File: config.mk
export PLATFORM = sky130hd
export DESIGN_NAME = mem_lsu
export DESIGN_NICKNAME = d
export VERILOG_FILES = /design/src/rtl/mem_pkg.sv /design/src/rtl/lsu_load_align.sv /design/src/rtl/mem_lsu.sv
export SDC_FILE = /design/constraint.sdc
export NUM_CORES = 1
export LEC_CHECK = 0
export ABC_AREA = 1
export BUFFER_PORTS_ARGS = -buffer_cell sky130_fd_sc_hd__buf_2
export CORE_AREA = 5 5 153 155
export CTS_CLUSTER_DIAMETER = 100
export DETAILED_ROUTE_END_ITERATION = 8
export DIE_AREA = 0 0 158 160
export HOLD_SLACK_MARGIN = 0.05
export PLACE_DENSITY = 0.76
export RECOVER_POWER = 50
export SLEW_MARGIN = 20
export SYNTH_ARGS = -nofsm -noshare
export SYNTH_HDL_FRONTEND = slang
export SYNTH_SLANG_ARGS = --single-unit
File: constraint.sdc
create_clock -name clk -period 5.34 [get_ports clk]
set_input_delay 0.267 -clock clk [delete_from_list [all_inputs] [get_ports clk]]
set_output_delay 0.267 -clock clk [all_outputs]
set_load 0.1 [all_outputs]
File: src/rtl/mem_pkg.sv
// Shared LSU types: FSM states, response error codes and load size/extend helpers.
package mem_pkg;

  typedef enum logic [1:0] {
    ST_IDLE  = 2'd0,
    ST_ISSUE = 2'd1,
    ST_RESP  = 2'd2,
    ST_DRAIN = 2'd3
  } lsu_state_e;

  typedef enum logic [1:0] {
    ERR_OK       = 2'd0,
    ERR_MISALIGN = 2'd1,
    ERR_TIMEOUT  = 2'd2
  } lsu_err_e;

  // Low address bits that must be zero for an access of 2^size bytes.
  function automatic logic [2:0] size_mask(input logic [1:0] size);
    logic [2:0] m;
    case (size)
      2'd0:    m = 3'b000;
      2'd1:    m = 3'b001;
      2'd2:    m = 3'b011;
      default: m = 3'b111;
    endcase
    return m;
  endfunction

  function automatic logic [63:0] size_extend(input logic [63:0] d,
                                              input logic [1:0]  size,
                                              input logic        uns);
    logic [63:0] r;
    case (size)
      2'd0:    r = uns ? {56'd0, d[7:0]}  : {{56{d[7]}},  d[7:0]};
      2'd1:    r = uns ? {48'd0, d[15:0]} : {{48{d[15]}}, d[15:0]};
      2'd2:    r = uns ? {32'd0, d[31:0]} : {{32{d[31]}}, d[31:0]};
      default: r = d;
    endcase
    return r;
  endfunction

endpackage

File: src/rtl/lsu_load_align.sv
// Combinational load alignment: shift read data down to the addressed byte, then truncate/extend.
module lsu_load_align
  import mem_pkg::*;
#(
  parameter int unsigned DATA_WIDTH = 64
) (
  input  logic [DATA_WIDTH-1:0] i_rdata,
  input  logic [2:0]            i_byte_off,
  input  logic [1:0]            i_size,
  input  logic                  i_unsigned,
  output logic [DATA_WIDTH-1:0] o_data
);

  logic [DATA_WIDTH-1:0] w_shifted;

  assign w_shifted = i_rdata >> {i_byte_off, 3'b000};
  assign o_data    = DATA_WIDTH'(size_extend(64'(w_shifted), i_size, i_unsigned));

endmodule

File: src/rtl/mem_lsu.sv
// Load/store unit between the pipeline and the dcache; one request in flight at a time.
// Optional build macro LSU_MISALIGN_TRAP_EN: misaligned requests return error 1 instead of being aligned down.
module mem_lsu
  import mem_pkg::*;
#(
  parameter int unsigned ADDR_WIDTH = 64,
  parameter int unsigned DATA_WIDTH = 64,
  parameter int unsigned WAIT_LIMIT = 1024
) (
  input  logic                  clk,
  input  logic                  reset,
  input  logic                  req_valid,
  output logic                  req_ready,
  input  logic                  req_wrn,
  input  logic [1:0]            req_size,
  input  logic                  req_unsigned,
  input  logic [ADDR_WIDTH-1:0] req_addr,
  input  logic [DATA_WIDTH-1:0] req_wdata,
  input  logic                  req_virtual,
  input  logic                  req_kill,
  output logic                  resp_valid,
  output logic [DATA_WIDTH-1:0] resp_data,
  output logic [1:0]            resp_err,
  output logic [ADDR_WIDTH-1:0] in_addr,
  output logic [DATA_WIDTH-1:0] wdata,
  output logic [1:0]            wlen,
  output logic                  dcache_enable,
  output logic                  wrn,
  output logic                  virtual_mode,
  input  logic [DATA_WIDTH-1:0] rdata,
  input  logic                  dcache_valid,
  input  logic                  write_done
);

  localparam int unsigned CNT_W = $clog2(WAIT_LIMIT + 1);

  lsu_state_e            r_state, w_state_nxt;
  logic                  r_wrn, r_uns, r_virtual, r_kill_drain;
  logic [1:0]            r_size;
  logic [ADDR_WIDTH-1:0] r_addr;
  logic [DATA_WIDTH-1:0] r_wdata, r_resp_data;
  lsu_err_e              r_resp_err;
  logic [CNT_W-1:0]      r_wait;

  logic                  w_accept, w_done, w_timeout, w_trap;
  logic [2:0]            w_mask;
  logic [ADDR_WIDTH-1:0] w_addr_aligned;
  logic [DATA_WIDTH-1:0] w_load_data;

  assign w_mask         = size_mask(req_size);
  assign w_addr_aligned = {req_addr[ADDR_WIDTH-1:3], req_addr[2:0] & ~w_mask};
`ifdef LSU_MISALIGN_TRAP_EN
  assign w_trap = |(req_addr[2:0] & w_mask);
`else
  assign w_trap = 1'b0;
`endif

  assign w_accept  = (r_state == ST_IDLE) && req_valid && !req_kill;
  assign w_done    = ((r_state == ST_ISSUE) || (r_state == ST_DRAIN)) &&
                     (r_wrn ? write_done : dcache_valid);
  assign w_timeout = (r_state == ST_ISSUE) && !w_done &&
                     (r_wait == CNT_W'(WAIT_LIMIT - 1));

  lsu_load_align #(.DATA_WIDTH(DATA_WIDTH)) u_align (
    .i_rdata    (rdata),
    .i_byte_off (r_addr[2:0]),
    .i_size     (r_size),
    .i_unsigned (r_uns),
    .o_data     (w_load_data)
  );

  always_ff @(posedge clk or negedge reset) begin
    if (!reset) r_state <= ST_IDLE;
    else        r_state <= w_state_nxt;
  end

  // Kill or timeout never abandons an outstanding access: DRAIN waits for the cache first.
  always_comb begin
    w_state_nxt   = r_state;
    req_ready     = 1'b0;
    resp_valid    = 1'b0;
    dcache_enable = 1'b0;
    unique case (r_state)
      ST_IDLE: begin
        req_ready = reset;
        if (w_accept) w_state_nxt = w_trap ? ST_RESP : ST_ISSUE;
      end
      ST_ISSUE: begin
        dcache_enable = 1'b1;
        if (w_done)                    w_state_nxt = req_kill ? ST_IDLE : ST_RESP;
        else if (req_kill || w_timeout) w_state_nxt = ST_DRAIN;
      end
      ST_RESP: begin
        resp_valid  = !req_kill;
        w_state_nxt = ST_IDLE;
      end
      ST_DRAIN: begin
        dcache_enable = 1'b1;
        if (w_done) w_state_nxt = (r_kill_drain || req_kill) ? ST_IDLE : ST_RESP;
      end
      default: w_state_nxt = ST_IDLE;
    endcase
  end

  always_ff @(posedge clk or negedge reset) begin
    if (!reset) begin
      r_wrn        <= 1'b0;
      r_uns        <= 1'b0;
      r_virtual    <= 1'b0;
      r_kill_drain <= 1'b0;
      r_size       <= '0;
      r_addr       <= '0;
      r_wdata      <= '0;
      r_resp_data  <= '0;
      r_resp_err   <= ERR_OK;
      r_wait       <= '0;
    end else begin
      unique case (r_state)
        ST_IDLE: begin
          if (w_accept) begin
            r_wrn        <= req_wrn;
            r_uns        <= req_unsigned;
            r_virtual    <= req_virtual;
            r_size       <= req_size;
            r_addr       <= w_addr_aligned;
            r_wdata      <= req_wdata;
            r_kill_drain <= 1'b0;
            r_wait       <= '0;
            r_resp_data  <= '0;
            r_resp_err   <= w_trap ? ERR_MISALIGN : ERR_OK;
          end
        end
        ST_ISSUE: begin
          r_wait <= r_wait + 1'b1;
          if (w_done)         r_resp_data  <= r_wrn ? '0 : w_load_data;
          else if (req_kill)  r_kill_drain <= 1'b1;
          else if (w_timeout) r_resp_err   <= ERR_TIMEOUT;
        end
        ST_DRAIN: begin
          if (req_kill) r_kill_drain <= 1'b1;
        end
        default: ;
      endcase
    end
  end

  assign resp_data    = r_resp_data;
  assign resp_err     = r_resp_err;
  assign in_addr      = r_addr;
  assign wdata        = r_wdata;
  assign wlen         = r_size;
  assign wrn          = r_wrn;
  assign virtual_mode = r_virtual;

endmodule

==> flow_metrics.env <==
export IMPL_status="finished, violations left"
export IMPL_failed_checks="max-capacitance violations, max-slew violations"
export IMPL_worst_slew_pin_transition_ns=2.51
export IMPL_grt_max_degree=99
export IMPL_critPathLaunchType="flop"
export IMPL_crit_type="flop to flop"
export IMPL_routedWlPerCell_um=18.4
export IMPL_area_growth_syn_to_layout_pct=38.1
export IMPL_dpl_hpwl_um=25600
export IMPL_hold_class="primary input to flop"
export IMPL_nets=2084
export IMPL_cts_sinks=212
export IMPL_grt_use_total_pct=30.8
export IMPL_worstPathRequired_ns=5.75
export IMPL_path_max_fanout=68
export IMPL_drive_above_1_share_pct=15.1
export IMPL_drc_errors=0
export IMPL_synth_cell_type_count=35
export IMPL_clock_path_buffers=3
export IMPL_syn_inst=1390
export IMPL_die_h_um=160
export IMPL_clk_pin_slew_ns=0.06
export IMPL_finalSetupTns_ns=0
export IMPL_synth_fa_ha_area_share_pct=0.607
export IMPL_die_w_um=158
export IMPL_arrival_ns=4.06
export IMPL_synth_top_family_by_area="simple AND/OR/NAND/NOR gates"
export IMPL_numCtsBuffers=23
export IMPL_core_mm2=0.0217
export IMPL_relSlewSlack_pct=-67.3
export IMPL_ant_nets=0
export IMPL_synth_simple_area_share_pct=33.8
export IMPL_synth_xor_area_share_pct=0.0850
export IMPL_max_freq_ghz=0.273
export IMPL_clock_skew_ns=0.00889
export IMPL_grt_pass1_vias=11700
export IMPL_synth_compound_gate_area_share_pct=8.68
export IMPL_cts_root_buf="clkbuf_16"
export IMPL_ys_seq_elements=212
export IMPL_wl_um=40200
export IMPL_placementRows=54
export IMPL_vias=11600
export IMPL_start_util_pct=47.5
export IMPL_setup_viol=0
export IMPL_grt_setup_unrepaired="no"
export IMPL_viasPerCell=5.34
export IMPL_avgSynthCellArea_um2=7.42
export IMPL_gp_congestion=0.955
export IMPL_io_pins=404
export IMPL_drtIter0Drc=1011
export IMPL_overflow=0
export IMPL_holdWs_ns=0.0856
export IMPL_slew_violations=99
export IMPL_cts_tree="yes"
export IMPL_yosysSeqAreaShare_pct=51.5
export IMPL_cts_resized=0
export IMPL_htreeDepth=1
export IMPL_die_area_mm2=0.0253
export IMPL_drt_first_pass_iters=6
export IMPL_antenna_found_initial=5
export IMPL_hold_violations=0
export IMPL_synth_area_mm2=0.0103
export IMPL_grt_first_pass_wirelength_um=62100
export IMPL_synth_mux_area_share_pct=0
export IMPL_min_period_over_period_pct=68.5
export IMPL_fin_crit_ns=3.66
export IMPL_insertion_delay_ns=0.52
export IMPL_ys_warn_count=0
export IMPL_max_cap_violations=1
export IMPL_port_buffers=402
export IMPL_end_kind="flop"
export IMPL_synthesis_nets=1598
==> layout by cell type (no fill, tap or decap), drive strengths merged <==
master         n
or2            6
nand3         90
buf          216
dfrtp        212
xor2           1
clkbuf       227
diode          5
nand2        757
inv           41
nor2          24
o31ai          1
o21bai         1
a21oi         39
o211ai        11
o21a           3
nand4          1
conb           1
dlygate4sd3  133
clkinv        12
o21ai        105
and3           1
a22o           2
bufinv         1
a21o           1
nor3           2
ha             5
==> critical path, cell delays in order (launching register included) <==
cell and delay [ns]:
dfrtp_2 0.99, inv_2 0.69, nand2_1 0.25, nand3_1 0.12
nand3_1 0.12, nand2_1 0.09, nand2_2 0.19, nand2_1 0.15
inv_2 0.21, nand2_2 0.39, nand3_1 0.20, nand2_1 0.07
==> timing repair <==
action | in CTS | in global routing
hold buffers | 133 | 0
buffers inserted | 0 | 0
hold endpoints to repair | 227 | 0
==> cells in the mapped netlist, drive strengths merged <==
library cell    n  area (µm²)
clkinv          2        7.51
clkbuf         48         180
and3            1        6.26
or2             6        37.5
nor3            2        21.3
o21bai          1        7.51
nand2         757        2860
ha              5        62.6
dfrtp         212        5310
o31ai           1        7.51
inv            41         154
conb            1        3.75
nor2           24        97.6
nand3          90         455
o211ai         11         108
xor2            1        8.76
a21o            1        7.51
a22o            2        17.5
buf            36         213
a21oi          39         195
o21a            3        22.5
nand4           1        6.26
o21ai         105         529
==> path summary, 6_finish.rpt <==
path	end	startpoint	slack, ns	depth (start not counted)
max in group asynchronous	resp_data[18]	reset	1.87	3
min reg2reg	resp_data[6]	resp_data[6]	0.47	2
min in group asynchronous	wdata[12]	reset	1.06	2
max	resp_data[57]	in_addr[0]	1.68	11
max reg2reg	resp_data[57]	in_addr[0]	1.68	11
min	wlen[1]	req_size[1]	0.09	3
==> sequential cells by signal (all words and copies together) (netlist names), 2 cells and up <==
register   count
r_state        2
wdata         64
r_wait        11
wlen           2
in_addr       64
resp_data     64
==> stage by stage <==
step | worst slack, ns | std cells | util [%] | area, µm²
after floorplan | 3.02 | 1390 | - | 10300
after global placement | 1.73 | 1997 | 57.0 | 12400
after CTS | 1.52 | 2172 | 66.7 | 14500
final | 1.68 | 2178 | 65.7 | 14200
after detailed placement | 1.57 | 1997 | 57.0 | 12400
after global routing | 1.10 | 2177 | 65.6 | 14200
==> cells by family after synthesis <==
family	after synthesis
other	1
xor gates and xnor gates	1
buffers and inverters	127
AOI/OAI and AO/OA	163
and+or+nand+nor	881
DFF	212
adders and majority gates	5
==> cell type report <==
type,instances,area (µm²)
inverters,43,163
clock inverters,11,98.8
well taps,280,350
multi-input cells,1051,4460
diodes,5,12.5
fillers,1880,7450
flip-flops and latches,212,5310
clock buffers,31,666
repair buffers,545,3180
==> per-layer routing <==
layer  GRT usage, %  wire length, µm  vias to the layer above
met4           15.1             2300                        2
met1           37.6            14700                     5478
met3           6.68             3510                      160
li1               -                -                     5344
met5              0               20                        -
met2           51.3            19600                      657
Power is not shown: default switching activity piles up to over one toggle a cycle in this logic, so the estimate is an artifact.
